### src/rtl/sdram_arb_pkg.sv
// Shared types for the SDRAM port arbiter: FSM states, transfer direction and port ids.
package sdram_arb_pkg;

    typedef enum logic [1:0] {
        S_IDLE = 2'd0,
        S_CMD  = 2'd1,
        S_XFER = 2'd2,
        S_TURN = 2'd3
    } arb_state_t;

    typedef enum logic {
        DIR_RD = 1'b0,
        DIR_WR = 1'b1
    } arb_dir_t;

    localparam logic P_CPU = 1'b0;
    localparam logic P_VID = 1'b1;

endpackage

### src/rtl/sdram_arb_pick.sv
// Combinational port choice: video port wins unless the CPU port has already
// waited through MAX_CONSEC consecutive video grants.
module sdram_arb_pick
    import sdram_arb_pkg::*;
#(
    parameter int MAX_CONSEC = 4,
    parameter int CONSEC_W   = $clog2(MAX_CONSEC + 1)
) (
    input  logic                req0,
    input  logic                req1,
    input  logic [CONSEC_W-1:0] consec,
    output logic                sel,
    output logic                valid
);

    localparam logic [CONSEC_W-1:0] CONSEC_LIMIT = CONSEC_W'(MAX_CONSEC);

    always_comb begin
        valid = req0 | req1;
        sel   = P_CPU;
        if (req1 && (!req0 || (consec < CONSEC_LIMIT)))
            sel = P_VID;
    end

endmodule

### src/rtl/sdram_port_arbiter.sv
// Two-port burst arbiter in front of the SDRAM controller: one command per burst,
// per-word strobes routed to the owning port, burst end found by counting words.
module sdram_port_arbiter
    import sdram_arb_pkg::*;
#(
    parameter int ADDR_W     = 12,
    parameter int DATA_W     = 16,
    parameter int BURST_LEN  = 8,
    parameter int MAX_CONSEC = 4
) (
    input  logic              clk,
    input  logic              rst,
    input  logic              p0_rd,
    input  logic              p0_wr,
    input  logic [ADDR_W-1:0] p0_addr,
    input  logic [DATA_W-1:0] p0_wdata,
    output logic              p0_gnt,
    output logic              p0_get,
    output logic              p0_put,
    input  logic              p1_rd,
    input  logic              p1_wr,
    input  logic [ADDR_W-1:0] p1_addr,
    input  logic [DATA_W-1:0] p1_wdata,
    output logic              p1_gnt,
    output logic              p1_get,
    output logic              p1_put,
    output logic [DATA_W-1:0] rdata,
    output logic [ADDR_W-1:0] ctl_ad,
    output logic              ctl_rd,
    output logic              ctl_wr,
    output logic [DATA_W-1:0] ctl_wdata,
    input  logic [DATA_W-1:0] ctl_dout,
    input  logic              ctl_get,
    input  logic              ctl_put,
    output logic              busy,
    output logic              owner
);

    localparam int CNT_W    = $clog2(BURST_LEN);
    localparam int CONSEC_W = $clog2(MAX_CONSEC + 1);
    localparam logic [CNT_W-1:0]    LAST_WORD    = CNT_W'(BURST_LEN - 1);
    localparam logic [CONSEC_W-1:0] CONSEC_LIMIT = CONSEC_W'(MAX_CONSEC);

    arb_state_t          state, state_nx;
    arb_dir_t            dir;
    logic [CNT_W-1:0]    word_cnt;
    logic [CONSEC_W-1:0] consec;
    logic                req0, req1;
    logic                pick_sel, pick_valid;
    logic                decide, strobe, sel_wr;

    assign req0   = p0_rd | p0_wr;
    assign req1   = p1_rd | p1_wr;
    assign decide = (state == S_IDLE) && pick_valid;
    assign sel_wr = (pick_sel == P_VID) ? p1_wr : p0_wr;
    // Only strobes matching the burst direction advance the transfer.
    assign strobe = (state == S_XFER) && ((dir == DIR_WR) ? ctl_put : ctl_get);

    sdram_arb_pick #(
        .MAX_CONSEC (MAX_CONSEC),
        .CONSEC_W   (CONSEC_W)
    ) u_pick (
        .req0   (req0),
        .req1   (req1),
        .consec (consec),
        .sel    (pick_sel),
        .valid  (pick_valid)
    );

    always_comb begin
        state_nx = state;
        case (state)
            S_IDLE:  if (pick_valid) state_nx = S_CMD;
            S_CMD:   state_nx = S_XFER;
            S_XFER:  if (strobe && (word_cnt == LAST_WORD)) state_nx = S_TURN;
            S_TURN:  state_nx = S_IDLE;
            default: state_nx = S_IDLE;
        endcase
    end

    // Command context is captured once at the decision; the counter wraps to 0 at burst end.
    always_ff @(posedge clk or posedge rst) begin
        if (rst) begin
            state    <= S_IDLE;
            dir      <= DIR_RD;
            owner    <= P_CPU;
            ctl_ad   <= '0;
            word_cnt <= '0;
            consec   <= '0;
        end else begin
            state <= state_nx;
            if (decide) begin
                owner  <= pick_sel;
                ctl_ad <= (pick_sel == P_VID) ? p1_addr : p0_addr;
                dir    <= sel_wr ? DIR_WR : DIR_RD;
                if ((pick_sel == P_CPU) || !req0)
                    consec <= '0;
                else if (consec != CONSEC_LIMIT)
                    consec <= consec + 1'b1;
            end
            if (strobe)
                word_cnt <= word_cnt + 1'b1;
        end
    end

    always_comb begin
        p0_gnt = 1'b0;
        p1_gnt = 1'b0;
        p0_get = 1'b0;
        p1_get = 1'b0;
        p0_put = 1'b0;
        p1_put = 1'b0;
        ctl_rd = 1'b0;
        ctl_wr = 1'b0;
        busy   = 1'b0;
        case (state)
            S_CMD: begin
                busy   = 1'b1;
                ctl_rd = (dir == DIR_RD);
                ctl_wr = (dir == DIR_WR);
                p0_gnt = (owner == P_CPU);
                p1_gnt = (owner == P_VID);
            end
            S_XFER: begin
                busy   = 1'b1;
                p0_get = ctl_get && (dir == DIR_RD) && (owner == P_CPU);
                p1_get = ctl_get && (dir == DIR_RD) && (owner == P_VID);
                p0_put = ctl_put && (dir == DIR_WR) && (owner == P_CPU);
                p1_put = ctl_put && (dir == DIR_WR) && (owner == P_VID);
            end
            default: ;
        endcase
    end

    assign rdata     = ctl_dout;
    assign ctl_wdata = (owner == P_VID) ? p1_wdata : p0_wdata;

endmodule

### config.mk
export PLATFORM = sky130hd
export DESIGN_NAME = sdram_port_arbiter
export DESIGN_NICKNAME = d
export VERILOG_FILES = /design/src/rtl/sdram_arb_pkg.sv /design/src/rtl/sdram_arb_pick.sv /design/src/rtl/sdram_port_arbiter.sv
export SDC_FILE = /design/constraint.sdc
export NUM_CORES = 1
export LEC_CHECK = 0
export CELL_PAD_IN_SITES_DETAIL_PLACEMENT = 2
export CELL_PAD_IN_SITES_GLOBAL_PLACEMENT = 2
export CORE_UTILIZATION = 18
export CTS_BUF_LIST = sky130_fd_sc_hd__clkbuf_4 sky130_fd_sc_hd__clkbuf_8
export DETAILED_ROUTE_END_ITERATION = 12
export GPL_ROUTABILITY_DRIVEN = 0
export GPL_TIMING_DRIVEN = 0
export PLACE_DENSITY = 0.95
export SLEW_MARGIN = 5
export SYNTH_ARGS = -nofsm -noshare
export SYNTH_HDL_FRONTEND = slang
export SYNTH_HIERARCHICAL = 1
export SYNTH_SLANG_ARGS = --single-unit
### constraint.sdc
create_clock -name clk -period 3.5 [get_ports clk]
set_input_delay 0.7 -clock clk [delete_from_list [all_inputs] [get_ports clk]]
set_output_delay 0.7 -clock clk [all_outputs]
set_load 0.02 [all_outputs]
# After elaboration in Yosys (flattened, before gate mapping)
# Cells that the tools add are included.
totals:
  out_inout_bits: 54
  elab_cells: 60
  input_bits: 80
  register_bits: 22
classes:
  bitwise: 6
  order_cmp: 1
  eq_ne: 7
  add_sub_neg: 2
  n_reduce_logical: 18
  mux: 20
ops:
  columns: ["operator", "n"]
  rows:
  - ["two-way mux 16 bit", 1]
  - ["two-way mux 1 bit", 13]
  - ["two-way mux 12 bit", 1]
  - ["logical AND 1 bit", 10]
  - ["one-hot mux 2 bit (4 select lines)", 1]
  - ["adder 3 x 1 -> 3 bit, second input constant", 2]
  - ["two-way mux 3 bit", 2]
  - ["== test 2 bit, second input constant", 2]
  - ["two-way mux 2 bit", 2]
  - ["AND reduction 2 bit", 2]
  - ["== test 3 bit, second input constant", 1]
  - ["< comparator 3 bit, second input constant", 1]
  - ["inequality test 3 bit, second input constant", 1]
  - ["inverter 1 bit", 3]
  - ["bitwise OR 1 bit", 3]
  - ["== test 2 x 1 -> 1 bit, second input constant", 1]
  - ["zero test 2 bit", 1]
  - ["logical OR 1 bit", 2]
  - ["inequality test 2 x 1 -> 1 bit, second input constant", 1]
  - ["inequality test 2 bit, second input constant", 1]
  - ["nonzero test 2 bit", 1]
  - ["OR reduction 2 bit", 1]
  - ["zero test 1 bit", 1]

# Logic depth before layout (Yosys ltp)
# Gate-level depths: netlist (run 1).
logic_depth:
  word_depth: 9
  ltp_mapped: 8
  depth_no_buf: 6

# Cells and area by module
# The synthesis (run 1) kept the hierarchy.
modules_own_cells:
  columns: ["mod", "area_per_inst_um2", "cells_per_inst", "n_inst", "seq_area_each_um2"]
  rows:
  - ["sdram_port_arbiter", 1507.7, 154, 1, 550.5]
  - ["sdram_arb_pick", 13.8, 2, 1, 0.0]

# Worst setup path after synthesis (run 1)
# Ideal clock, no wire load.
synth_timing:
  kind: "input -> register"
  start: "in p0_rd"
  end: "reg consec[2]"
  setup_time_ns: 0.126
  path_buffers: 2
  arrival_ns: 1.814
  setup_slack_ns: 1.560
  path_stages: 7
  t_required_ns: 3.374
  cell_sequence: "or2_2 or2_1 and2_1 clkbuf_1 buf_2 a21oi_1 a21oi_1"
synth_between:
  elab_cells_between_ends: 12
  cone_classes: "mux: 2; bitwise: 3; reduce/logical: 7"
synth_rtl:
  columns: ["element", "line", "source"]
  rows:
  - ["start: declaration", "sdram_port_arbiter.sv:13", "input logic p0_rd,"]
  - ["bitwise OR 1 bit", "sdram_port_arbiter.sv:52", "assign req0 = p0_rd | p0_wr;"]
  - ["bitwise OR 1 bit", "sdram_arb_pick.sv:19", "valid = req0 | req1;"]
  - ["named net pick_valid", "sdram_port_arbiter.sv:49", "logic pick_sel, pick_valid;"]
  - ["logical AND 1 bit", "sdram_port_arbiter.sv:54", "assign decide = (state == S_IDLE) && pick_valid;"]
  - ["AND reduction 2 bit (no line)", null, null]
  - ["end signal: assignment", "sdram_port_arbiter.sv:99", "consec <= consec + 1'b1;"]
  - ["end: declaration", "sdram_port_arbiter.sv:47", "logic [CONSEC_W-1:0] consec;"]
# The timed path passes the listed nets, and every way through them passes these cells.
# A chain may end at the register's enable or synchronous reset.

# Worst setup path after layout (run 1)
layout_timing:
  start: "in ctl_put"
  end: "out p1_put"
layout_between:
  elab_chain_len: 3
layout_lines:
  columns: ["element", "line", "source"]
  rows:
  - ["start: declaration", "sdram_port_arbiter.sv:34", "input logic ctl_put,"]
  - ["logical AND 1 bit (2 in series)", "sdram_port_arbiter.sv:129", "p1_put = ctl_put && (dir == DIR_WR) && (owner == P_VID);"]
  - ["two-way mux 1 bit", "sdram_port_arbiter.sv:116", "case (state)"]
  - ["end: declaration", "sdram_port_arbiter.sv:26", "output logic p1_put,"]
# No other way between the ends.

==> summary by stage, run 1 <==
Layout
The signed area change from the synthesized netlist to the final layout is 90.3%. The number of fill cells is 904. The antenna diode count is 0. Cells with a size suffix above 1 make up 18.8% of the layout.

The final layout net count is 366.

Timing
The number of failing hold endpoints at the final stage is 0. The final critical path takes up 77.4% of the cycle. The post-route minimum period is 2.71 ns. Setup repair after global routing left no endpoint under its margin. The worst slew slack as a fraction of its limit is 43.5%. At the pin with the least slew margin, the transition time is 0.846 ns. The worst hold margin is ~0.49 ns. The setup skew after layout is 0.00245 ns. The setup TNS is 0 ns. The setup-violating endpoint count in the final report is 0. The max-slew violation total from the final report is 0. Derived from the worst setup path, the maximum achievable clock frequency is 369 MHz.

Outcome
The flow ran to the end, and the final reports show no timing, DRC or antenna violations.

Clocking
Clock-pin slew was measured on the worst setup and hold paths at 0.08 ns. Clock tree synthesis selected as its root buffer the cell sky130_fd_sc_hd__clkbuf_8. CTS built an H-tree with a depth of 1. Post-CTS timing repair inserted 0 buffers for setup. The number of clock sinks is 22. The number of buffers added by the clock tree synthesis step is 3. The number of hold buffers added after CTS is 0. The number of gates resized after CTS was 0. Clock latency on the worst-skew pair, taken at its later pin, is 0.26 ns. The clock tree from TritonCTS is done. In this run the deepest clock path goes through 2 buffers.

Power and ir drop
Dividing total power by cell area gives a power density of between 600 and 700 nW/um^2. The total leakage power is 1.24 nW. The worst supply voltage drop on vdd is 258 uV.

Floorplan
The I/O pin total is 134. In this run the core area contains 33 standard-cell rows. The initial utilization of the core area, before any placement, comes to a little under a fifth. The die outline area is ~8800 sq um. The die extent in x is 93.9 um. The chip height is 93.9 um. The core region is 8220 sq um.

Setup path
The worst setup path is launched from an input port. The largest fanout of any net on the critical path is 2. STA puts the critical path data required time at 2.80 ns.

STA puts the critical path data arrival time at 2.01 ns. The type of element capturing the critical path is a primary output. The critical path start-end classification is in2out.

Placed design
The count of buffers inserted at the top-level ports is around 120. The total half-perimeter wirelength after legalization and detailed placement is roughly 4.4 mm.

Drt
The number of DRC markers in iteration 0 is 13. Summing over every cut layer, the via total after detailed routing is 1603. The wire length per cell after detailed routing is 13.4 um. Once detail routing completed, the nets flagged for antenna violations numbered 0. Using the TritonRoute via totals, the vias-per-cell ratio works out to 4.20. The detailed-route DRC error count is 0. The length of the first detailed-routing pass in iterations is 2. The post-detailed-routing wire length is 5.10 mm.

Logic synthesis
The mapped cell area is between 1500 and 2000 sq um. The net count after synthesis is 244. The Yosys step of the flow raised 6 warnings.

The synthesized flop and latch total is 22. Counting distinct cell types in the post-synthesis netlist gives 25. The sequential fraction of the synthesis area is 36.2%. The number of instances in the synthesized netlist is 156. Each instance of the synthesized netlist takes up on average just under 10 sq um.

GRT
The initial antenna violation count is 0. Entering global routing, the biggest net connects 23 pins. Across every metal layer, demand over resource in global routing totals 11.2%. The remaining global-route overflow is 0. The first global-routing pass estimated 7.82 mm of wire.

The via count of the first global-routing pass is about 1700.

Run
The number of maximum-capacitance violations is 0.

Worst hold path
The worst hold path belongs to the class reg2reg.
[path summary, 6_finish.rpt]
path,from,end,slack [ns],depth (start not counted)
worst max register to register,state[0],consec[0],1.75,8
min in group asynchronous,rst,ctl_ad[7],0.90,2
worst min register to register,word_cnt[0],word_cnt[0],0.49,1
max in group asynchronous,rst,word_cnt[0],2.07,2
worst min-delay path,word_cnt[0],word_cnt[0],0.49,1
worst max-delay path,ctl_put,p1_put,0.79,4
[per-layer routing]
layer  vias to the layer above  routed length (um)  part of all wire (%)  track usage (%)
li1                        745                   -                     -                -
met1                       749                1900                    37             11.7
met2                       105                2500                    49             21.6
met3                         4                 674                    13             3.64
met4                         0                  27                  0.53             2.31
met5                         -                   0                     0                0
[stage by stage]
stage	instance area [sq um]	utilization (%)	worst slack, ns	total power, mW	cells
2_1_floorplan	1520	-	1.56	1.17	156
3_3_place_gp	2820	34.4	0.809	1.67	378
3_5_place_dp	2820	34.4	0.784	1.73	378
4_1_cts	2900	35.2	0.774	1.98	382
5_1_grt	2900	35.2	0.721	2.08	382
6_report	2900	35.2	0.792	1.94	382
[cells in the final DEF (no fill, tap or decap), types with 4 or more instances in the layout]
master,n
sky130_fd_sc_hd__o21ai_0,5
sky130_fd_sc_hd__dfrtp_1,22
sky130_fd_sc_hd__nor2_1,17
sky130_fd_sc_hd__ha_1,8
sky130_fd_sc_hd__inv_1,6
sky130_fd_sc_hd__buf_4,17
sky130_fd_sc_hd__buf_2,6
sky130_fd_sc_hd__clkdlybuf4s50_1,117
sky130_fd_sc_hd__a21oi_1,15
sky130_fd_sc_hd__mux2_2,19
sky130_fd_sc_hd__mux2i_1,13
sky130_fd_sc_hd__and2_1,4
sky130_fd_sc_hd__nand2_1,7
[synth_stat cells]
cell type / count / area, sq um
sky130_fd_sc_hd__xnor2_1: 1 / 8.76
sky130_fd_sc_hd__ha_1: 8 / 100
sky130_fd_sc_hd__buf_2: 6 / 30.0
sky130_fd_sc_hd__inv_1: 6 / 22.5
sky130_fd_sc_hd__nor2b_1: 2 / 12.5
sky130_fd_sc_hd__buf_4: 17 / 128
sky130_fd_sc_hd__clkbuf_1: 1 / 3.75
sky130_fd_sc_hd__mux2_2: 19 / 214
sky130_fd_sc_hd__a21boi_0: 1 / 7.51
sky130_fd_sc_hd__nand2b_1: 2 / 12.5
sky130_fd_sc_hd__o32a_1: 1 / 10.0
sky130_fd_sc_hd__and2b_1: 1 / 7.51
sky130_fd_sc_hd__mux2_4: 2 / 30.0
sky130_fd_sc_hd__a21oi_1: 15 / 75.1
sky130_fd_sc_hd__dfrtp_1: 22 / 551
sky130_fd_sc_hd__a21oi_2: 1 / 8.76
sky130_fd_sc_hd__mux2i_1: 13 / 130
sky130_fd_sc_hd__and2_1: 4 / 25.0
sky130_fd_sc_hd__or2_1: 1 / 6.26
sky130_fd_sc_hd__nor2_1: 17 / 63.8
sky130_fd_sc_hd__nand2_2: 1 / 6.26
sky130_fd_sc_hd__nand2_1: 7 / 26.3
sky130_fd_sc_hd__o21ai_0: 5 / 25.0
sky130_fd_sc_hd__nand3_1: 1 / 5.00
sky130_fd_sc_hd__or2_2: 2 / 12.5
[flip-flops by register name (all words and copies together) (netlist names)]
signal    flops
dir           1
word_cnt      3
state         2
consec        3
owner         1
ctl_ad       12
[cell type report]
type                            instances  area (sq um)  share of cell area, %
Buffer                                 24           161                   5.57
Tap cell                              105           131                   4.54
Clock buffer                            3          41.3                   1.43
Inverter                                6          22.5                  0.778
Sequential cell                        22           551                   19.0
Clock inverter                          1          30.0                   1.04
Multi-Input combinational cell        104           787                   27.2
Timing Repair Buffer                  117          1170                   40.4
[worst max-delay path, cell delays in order]
cell	delay, ns
sky130_fd_sc_hd__clkdlybuf4s50_1	0.49
sky130_fd_sc_hd__nand2_1	0.09
sky130_fd_sc_hd__nor2_1	0.11
sky130_fd_sc_hd__clkdlybuf4s50_1	0.62
[kinds of logic after synthesis]
group / after synthesis / synth area share, %
AOI/OAI and AO/OA: 23 / 8.31
adders and majority gates: 8 / 6.58
and+or+nand+nor: 38 / 11.7
xor gates and xnor gates: 1 / 0.576
muxes: 34 / 24.6
buffers and inverters: 30 / 12.1
DFF: 22 / 36.2
[power breakdown]
part / internal, mW / switching, mW
clock network: 0.153 / 0.0837
logic: 0.626 / 0.609
registers: 0.379 / 0.0863
total: 1.16 / 0.779
Power figures use the tool's default switching activity.
==> run 2, diff against run 1 <==
- CORE_UTILIZATION: 18 -> 16
- PLACE_DENSITY: 0.95 -> 0.88
- clock period: 3.5 -> 2.5 ns (I/O delays scaled with it)
==> summary by stage, run 2 (synthesis results as in run 1) <==
Outcome
The flow ran to the end, and the final reports show no timing, DRC or antenna violations.

Drt
In this run the remaining antenna-violating nets after routing total 0. The length of the first detailed-routing pass in iterations is 3. The post-detailed-routing wire length is 5.46 mm. Using the TritonRoute via totals, the vias-per-cell ratio works out to ~3.8. The wire length on met3 is 326 um. The first routing iteration left 11 violations. The highest metal layer carrying signal wires in the routed design is met4.

Dividing the detail-routed wire length by the instance count gives about 13 um. The routed layout has 1554 vias. The detailed-routed wire length on met2 is 3.10 mm.

For this run, design rule violations remaining after detail routing come to 0. After detailed routing, the wire length on met1 is 2.02 mm.

Timing
The worst slew slack as a fraction of its limit is 40.6%. The actual slew at the worst max-slew pin is 0.889 ns. The setup TNS is 0 ns.

The post-route minimum period is ~2.4 ns. Setup violations remaining at the end of the flow were counted as 0. Setup repair after global routing left no endpoint under its margin. The max-slew violation total from the final report is 0. On the final layout, the worst clock skew is 0.00331 ns. The fmax is 423 MHz. The number of failing hold endpoints at the final stage is 0. The post-route clock period utilization is a little over nine tenths.

Layout
The register name with the most flops is ctl_ad. Of the cells placed in the final design, the portion with a size suffix greater than 1 is 18.5%. 0 antenna diodes ended up in the layout. In the layout the commonest cells are sky130_fd_sc_hd__clkdlybuf4s50_1, sky130_fd_sc_hd__dfrtp_1, sky130_fd_sc_hd__mux2_2, sky130_fd_sc_hd__buf_4, sky130_fd_sc_hd__nor2_1.

Compared with the post-synthesis result, the final layout area differs by 90.3%. For this run, the share of the core covered by cells in the final layout is 31.3%. The finished layout cell area is between 2000 and 3000 sq um.

Leaving out fill and tap cells, the most frequent cell in the layout is sky130_fd_sc_hd__clkdlybuf4s50_1. The flip-flop count of the largest register after layout is 12. After the last flow step, the layout net total stands at approximately 370. In the final layout, the registers with the most flip-flops are ctl_ad x12, consec x3, word_cnt x3.

Setup path
The launching element type of the critical path is a flop. The worst setup path is captured at a primary output. The start of the worst register-to-register path is state[0]. For the worst setup path, the data arrival time is 1.86 ns.

The worst register-to-register path ends at consec[1]. The critical path start-end classification is reg2out. The worst path required time is 2.00 ns. For the worst flop-to-flop path, the logic depth is 8.

Across all register-to-register paths, the minimum setup slack is 0.81 ns. Along the worst path, the maximum fanout reaches 5.

Power and ir drop
In this run the static leakage power is 1.22 nW. Dividing total power by cell area gives a power density of 899 nW/um^2. Across the VDD grid, the largest voltage drop is 288 uV.

GRT
The initial antenna violation count came to 0. The via count of the first global-routing pass is 1663. The remaining global-route overflow is 0.

The first global-routing pass estimated ~8.4 mm of wire. Entering global routing, the biggest net connects 23 pins. Global routing used 10.8% of the available tracks.

Floorplan
The die extent in x is 99.5 um. The starting density of the core is about 16%. The number of rows in the core area is 35. Pin placement for this block handled 134 I/O pins. The die is 99.5 um tall.

The total area inside the core boundary comes to 9240 sq um. The die covers 9900 sq um.

Placed design
Summing all placed instances gives a cell area of 2850 sq um. Buffers placed on the I/O ports in this run total ~120. Detailed placement finished with a half-perimeter wire length of 4.63 mm.

Run
The tool flagged a number of max-cap violations equal to 0.

Clocking
TritonCTS built the clock tree. The number of buffers between clock root and the deepest sink is 2. The cell chosen for the clock root is sky130_fd_sc_hd__clkbuf_8. The clock drives 22 sinks. The number of post-CTS setup repair buffers is 0. Hold repair after CTS inserted 0 buffers.

Gates resized during post-CTS repair numbered 0. TritonCTS created 3 clock buffers. After clock tree synthesis, the clock-pin slew on the worst setup and hold paths is 0.07 ns. In this run the number of H-tree levels came out at 1. The later pin in the worst-skew pair is clocked with a latency of 0.26 ns.

Worst hold path
The end point of the most critical hold path is word_cnt[0]. The class of the worst hold path is reg2reg. The beginning of the worst hold path is word_cnt[0]. The cell depth of the worst hold path is 1.
## run 2: layer usage
layer  global-route usage (%)  vias up
met4                     1.02        0
met3                     2.46        2
li1                         -      744
met5                        0        -
met2                     22.4       73
met1                     11.3      735
## run 2: worst max-delay path by stage
| stage | endpoint | depth (start not counted) | start |
|---|---|---|---|
| floorplan | consec[2] | 7 | p0_rd |
| global placement | consec[1] | 9 | p0_wr |
| finish | p0_get | 5 | state[0] |
| CTS | ctl_wdata[14] | 3 | owner |
| detailed placement | consec[2] | 8 | p0_wr |
| global route | p0_put | 5 | state[0] |
## run 2: through the flow
stage                     hold slack [ns]  power [mW]  cells  setup WS (ns)
after floorplan                     0.453        1.64    156          0.760
after detailed placement            0.477        2.43    402         0.0940
after global placement              0.467        2.34    402          0.172
after CTS                           0.493        2.67    405          0.102
final                               0.482        2.60    405          0.138
after global routing                0.511        2.80    405         0.0219
## run 2: final cells by class
cell class	count	area [sq um]
flip-flops and latches	22	551
multi-input cells	104	787
repair buffers	117	1170
clock buffers	3	41.3
well taps	129	161
plain buffers	24	161
inverters	6	22.5
fillers	1036	6340
## run 2: critical path, stage by stage (launching register included)
cell,delay [ns]
sky130_fd_sc_hd__dfrtp_1,0.40
sky130_fd_sc_hd__inv_1,0.11
sky130_fd_sc_hd__ha_1,0.27
sky130_fd_sc_hd__nand2b_1,0.11
sky130_fd_sc_hd__nor2_1,0.10
sky130_fd_sc_hd__clkdlybuf4s50_1,0.61
## run 2: report_power, final
group / total (mW) / internal [mW] / leakage (nW) / switching, mW
logic: 1.74 / 0.874 / 0.951 / 0.866
clock network: 0.217 / 0.107 / 0.0216 / 0.110
registers: 0.644 / 0.531 / 0.252 / 0.113
total: 2.60 / 1.51 / 1.22 / 1.09
==> run 3, diff against run 2 <==
- PLACE_DENSITY: 0.88 -> 0.8
==> summary by stage, run 3 (synthesis results as in run 1) <==
Outcome
The flow ran to the end, and the final reports show no timing, DRC or antenna violations.

Setup path
The kind of cell with the highest combined delay along the critical path is buffers and inverters. The critical path start-end classification is reg2out. Counting buffers and inverters, the worst setup path is 5 cells deep. Counting cells, the worst reg-to-reg path comes to 8. The cell with the biggest individual delay on the critical path is sky130_fd_sc_hd__clkdlybuf4s50_1. The critical path goes through inv_1 > ha_2 > nand2_1 > nor2_1 > clkdlybuf4s50_1. STA classifies the critical path endpoint as a primary output. For this run, the slowest stage of the critical path takes 0.62 ns.

The worst setup path is launched from a flop. The largest fanout of any net on the critical path is 5. Data on the critical path arrives at its endpoint at 1.87 ns. The worst path required time is 2.00 ns. The critical path contains buffers and inverters numbering 2 combined.

Layout
The flip-flop count of the largest register after layout is 12. The antenna diode count is 0. Summing all multi-input logic gate instances after layout gives roughly 800 sq um. After the flow finishes, the layout carries non-filler instances totaling 406. The register name with the most flops is ctl_ad.

After filler insertion, the fill cell instance count of the layout stands at approximately 1000. The area growth from synthesis to layout is 91.7%. In the layout the commonest cells are sky130_fd_sc_hd__clkdlybuf4s50_1, sky130_fd_sc_hd__dfrtp_1, sky130_fd_sc_hd__mux2_2, sky130_fd_sc_hd__buf_4, sky130_fd_sc_hd__nor2_1. The most common library cell in the layout ignoring fill and taps is sky130_fd_sc_hd__clkdlybuf4s50_1. Of the cells placed in the final design, the portion with a size suffix greater than 1 is 19.1%. The largest registers in the layout are ctl_ad x12, consec x3, word_cnt x3.

The final layout net count is 366. The sequential cells in the finished layout cover a total of 551 sq um.

Floorplan
The starting density of the core is between 10% and 20%. The die is approximately 100 um tall. The floorplan step defined a core boundary enclosing approximately 9200 sq um. The die outline area is 9900 sq um. The die is approximately 100 um wide.

In this run the core area contains 35 standard-cell rows. 134 I/O pins were placed.

Drt
Detailed routing inserted a total of around 1600 vias. The wire length per cell after detailed routing is approximately 14 um. The number of DRC markers in iteration 0 is 22. After detailed routing, the total wire length is between 5 and 6 mm. Once detail routing completed, the nets flagged for antenna violations numbered 0. The length of the first detailed-routing pass in iterations is 4.

In the routed layout, each cell is associated on average with a via count of approximately 3.8. For this run, design rule violations remaining after detail routing come to 0.

GRT
The remaining global-route overflow is 0. The first global-routing pass estimated 8.61 mm of wire. The global-route usage over all layers is 11.1%. The via count of the first global-routing pass is 1699. The initial antenna violation count is 0. The maximum number of pins on one net before global-route repair is 23.

Timing
The max-slew violation total from the final report is 0. The number of failing hold endpoints at the final stage was 0. The setup skew after layout is 0.000903 ns. Setup repair after global routing left no endpoint under its margin.

Headroom to the max-slew limit came out at between 30% and 40%. The actual slew at the worst max-slew pin is ~0.9 ns. The post-route minimum period is 2.37 ns.

The post-route clock period utilization is a little over nine tenths. Derived from the worst setup path, the maximum achievable clock frequency is 421 MHz. The setup-violating endpoint count in the final report is 0. The setup TNS is 0 ns.

Worst hold path
The class of the worst hold path is reg2reg. The cell depth of the worst hold path is 1.

Clocking
CTS built an H-tree with a depth of 1. The number of hold buffers added after CTS is 0. The clock reaches the later pin of the worst-skew pair after 0.26 ns. The number of post-CTS setup repair buffers is 0. TritonCTS built the clock tree.

CTS saw 22 sinks. The number of buffers added by the clock tree synthesis step is 3. Once the clock tree was built, the resizer swapped 0 gates to a different size. The tree is rooted in a sky130_fd_sc_hd__clkbuf_8. After clock tree synthesis, the clock-pin slew on the worst setup and hold paths is approximately 0.08 ns. The number of buffers between clock root and the deepest sink is 2.

Power and ir drop
The worst supply voltage drop on vdd is 281 uV. In this run the power density over the cells is ~910 nW/um^2. For this design the static power due to leakage is 1.27 nW.

Run
The tool flagged a number of max-cap violations equal to 0.

Placed design
Buffers placed on the I/O ports in this run total 117. After legalization and detailed placement, the total HPWL measured 4.80 mm. The number of placed instances, taps included, is 402.
run 3: cell type report:
cell class | count | area share, %
clock buffers | 4 | 1.89
inverters | 6 | 0.772
plain buffers | 24 | 5.53
flip-flops and latches | 22 | 18.9
well taps | 129 | 5.53
repair buffers | 117 | 40.3
multi-input cells | 104 | 27.1
run 3: metal layers:
layer	vias to the layer above	global-route usage, %	wire length [um]
met2	37	22.0	3310
met3	4	0.632	114
li1	745	-	-
met4	0	3.73	72
met1	769	12.5	2210
met5	-	0	0
run 3: per-stage QoR:
stage / area [sq um] / total power, mW / worst slack, ns / hold WS, ns / utilization, %
global placement: 2850 / 2.36 / 0.161 / 0.468 / 30.9
CTS: 2910 / 2.71 / 0.0287 / 0.508 / 31.5
global route: 2920 / 2.85 / 0.0234 / 0.524 / 31.6
finish: 2920 / 2.65 / 0.126 / 0.501 / 31.6
detailed placement: 2850 / 2.43 / 0.0622 / 0.492 / 30.9
floorplan: 1520 / 1.64 / 0.760 / 0.453 / -
run 3: worst register-to-register path, cell delays in order, from the launching register on:
cell and delay, ns:
sky130_fd_sc_hd__dfrtp_1 0.41, sky130_fd_sc_hd__inv_1 0.12, sky130_fd_sc_hd__ha_1 0.18, sky130_fd_sc_hd__and2_1 0.12, sky130_fd_sc_hd__clkbuf_1 0.14, sky130_fd_sc_hd__buf_2 0.24
sky130_fd_sc_hd__o21ai_0 0.17, sky130_fd_sc_hd__nand2_1 0.11, sky130_fd_sc_hd__o21ai_0 0.10
run 3: where the power goes:
group / internal [mW] / switching (mW)
clock: 0.140 / 0.120
combinational: 0.874 / 0.864
sequential: 0.531 / 0.120
total: 1.55 / 1.10
run 3: final timing paths:
check                                  from           to  slack, ns
worst max-delay path               state[0]       p1_get       0.13
worst min-delay path            word_cnt[0]  word_cnt[0]       0.50
worst max register to register     state[0]    consec[0]       0.79
worst min register to register  word_cnt[0]  word_cnt[0]       0.50
max in group asynchronous               rst    ctl_ad[2]       1.21
min in group asynchronous               rst    ctl_ad[9]       0.73
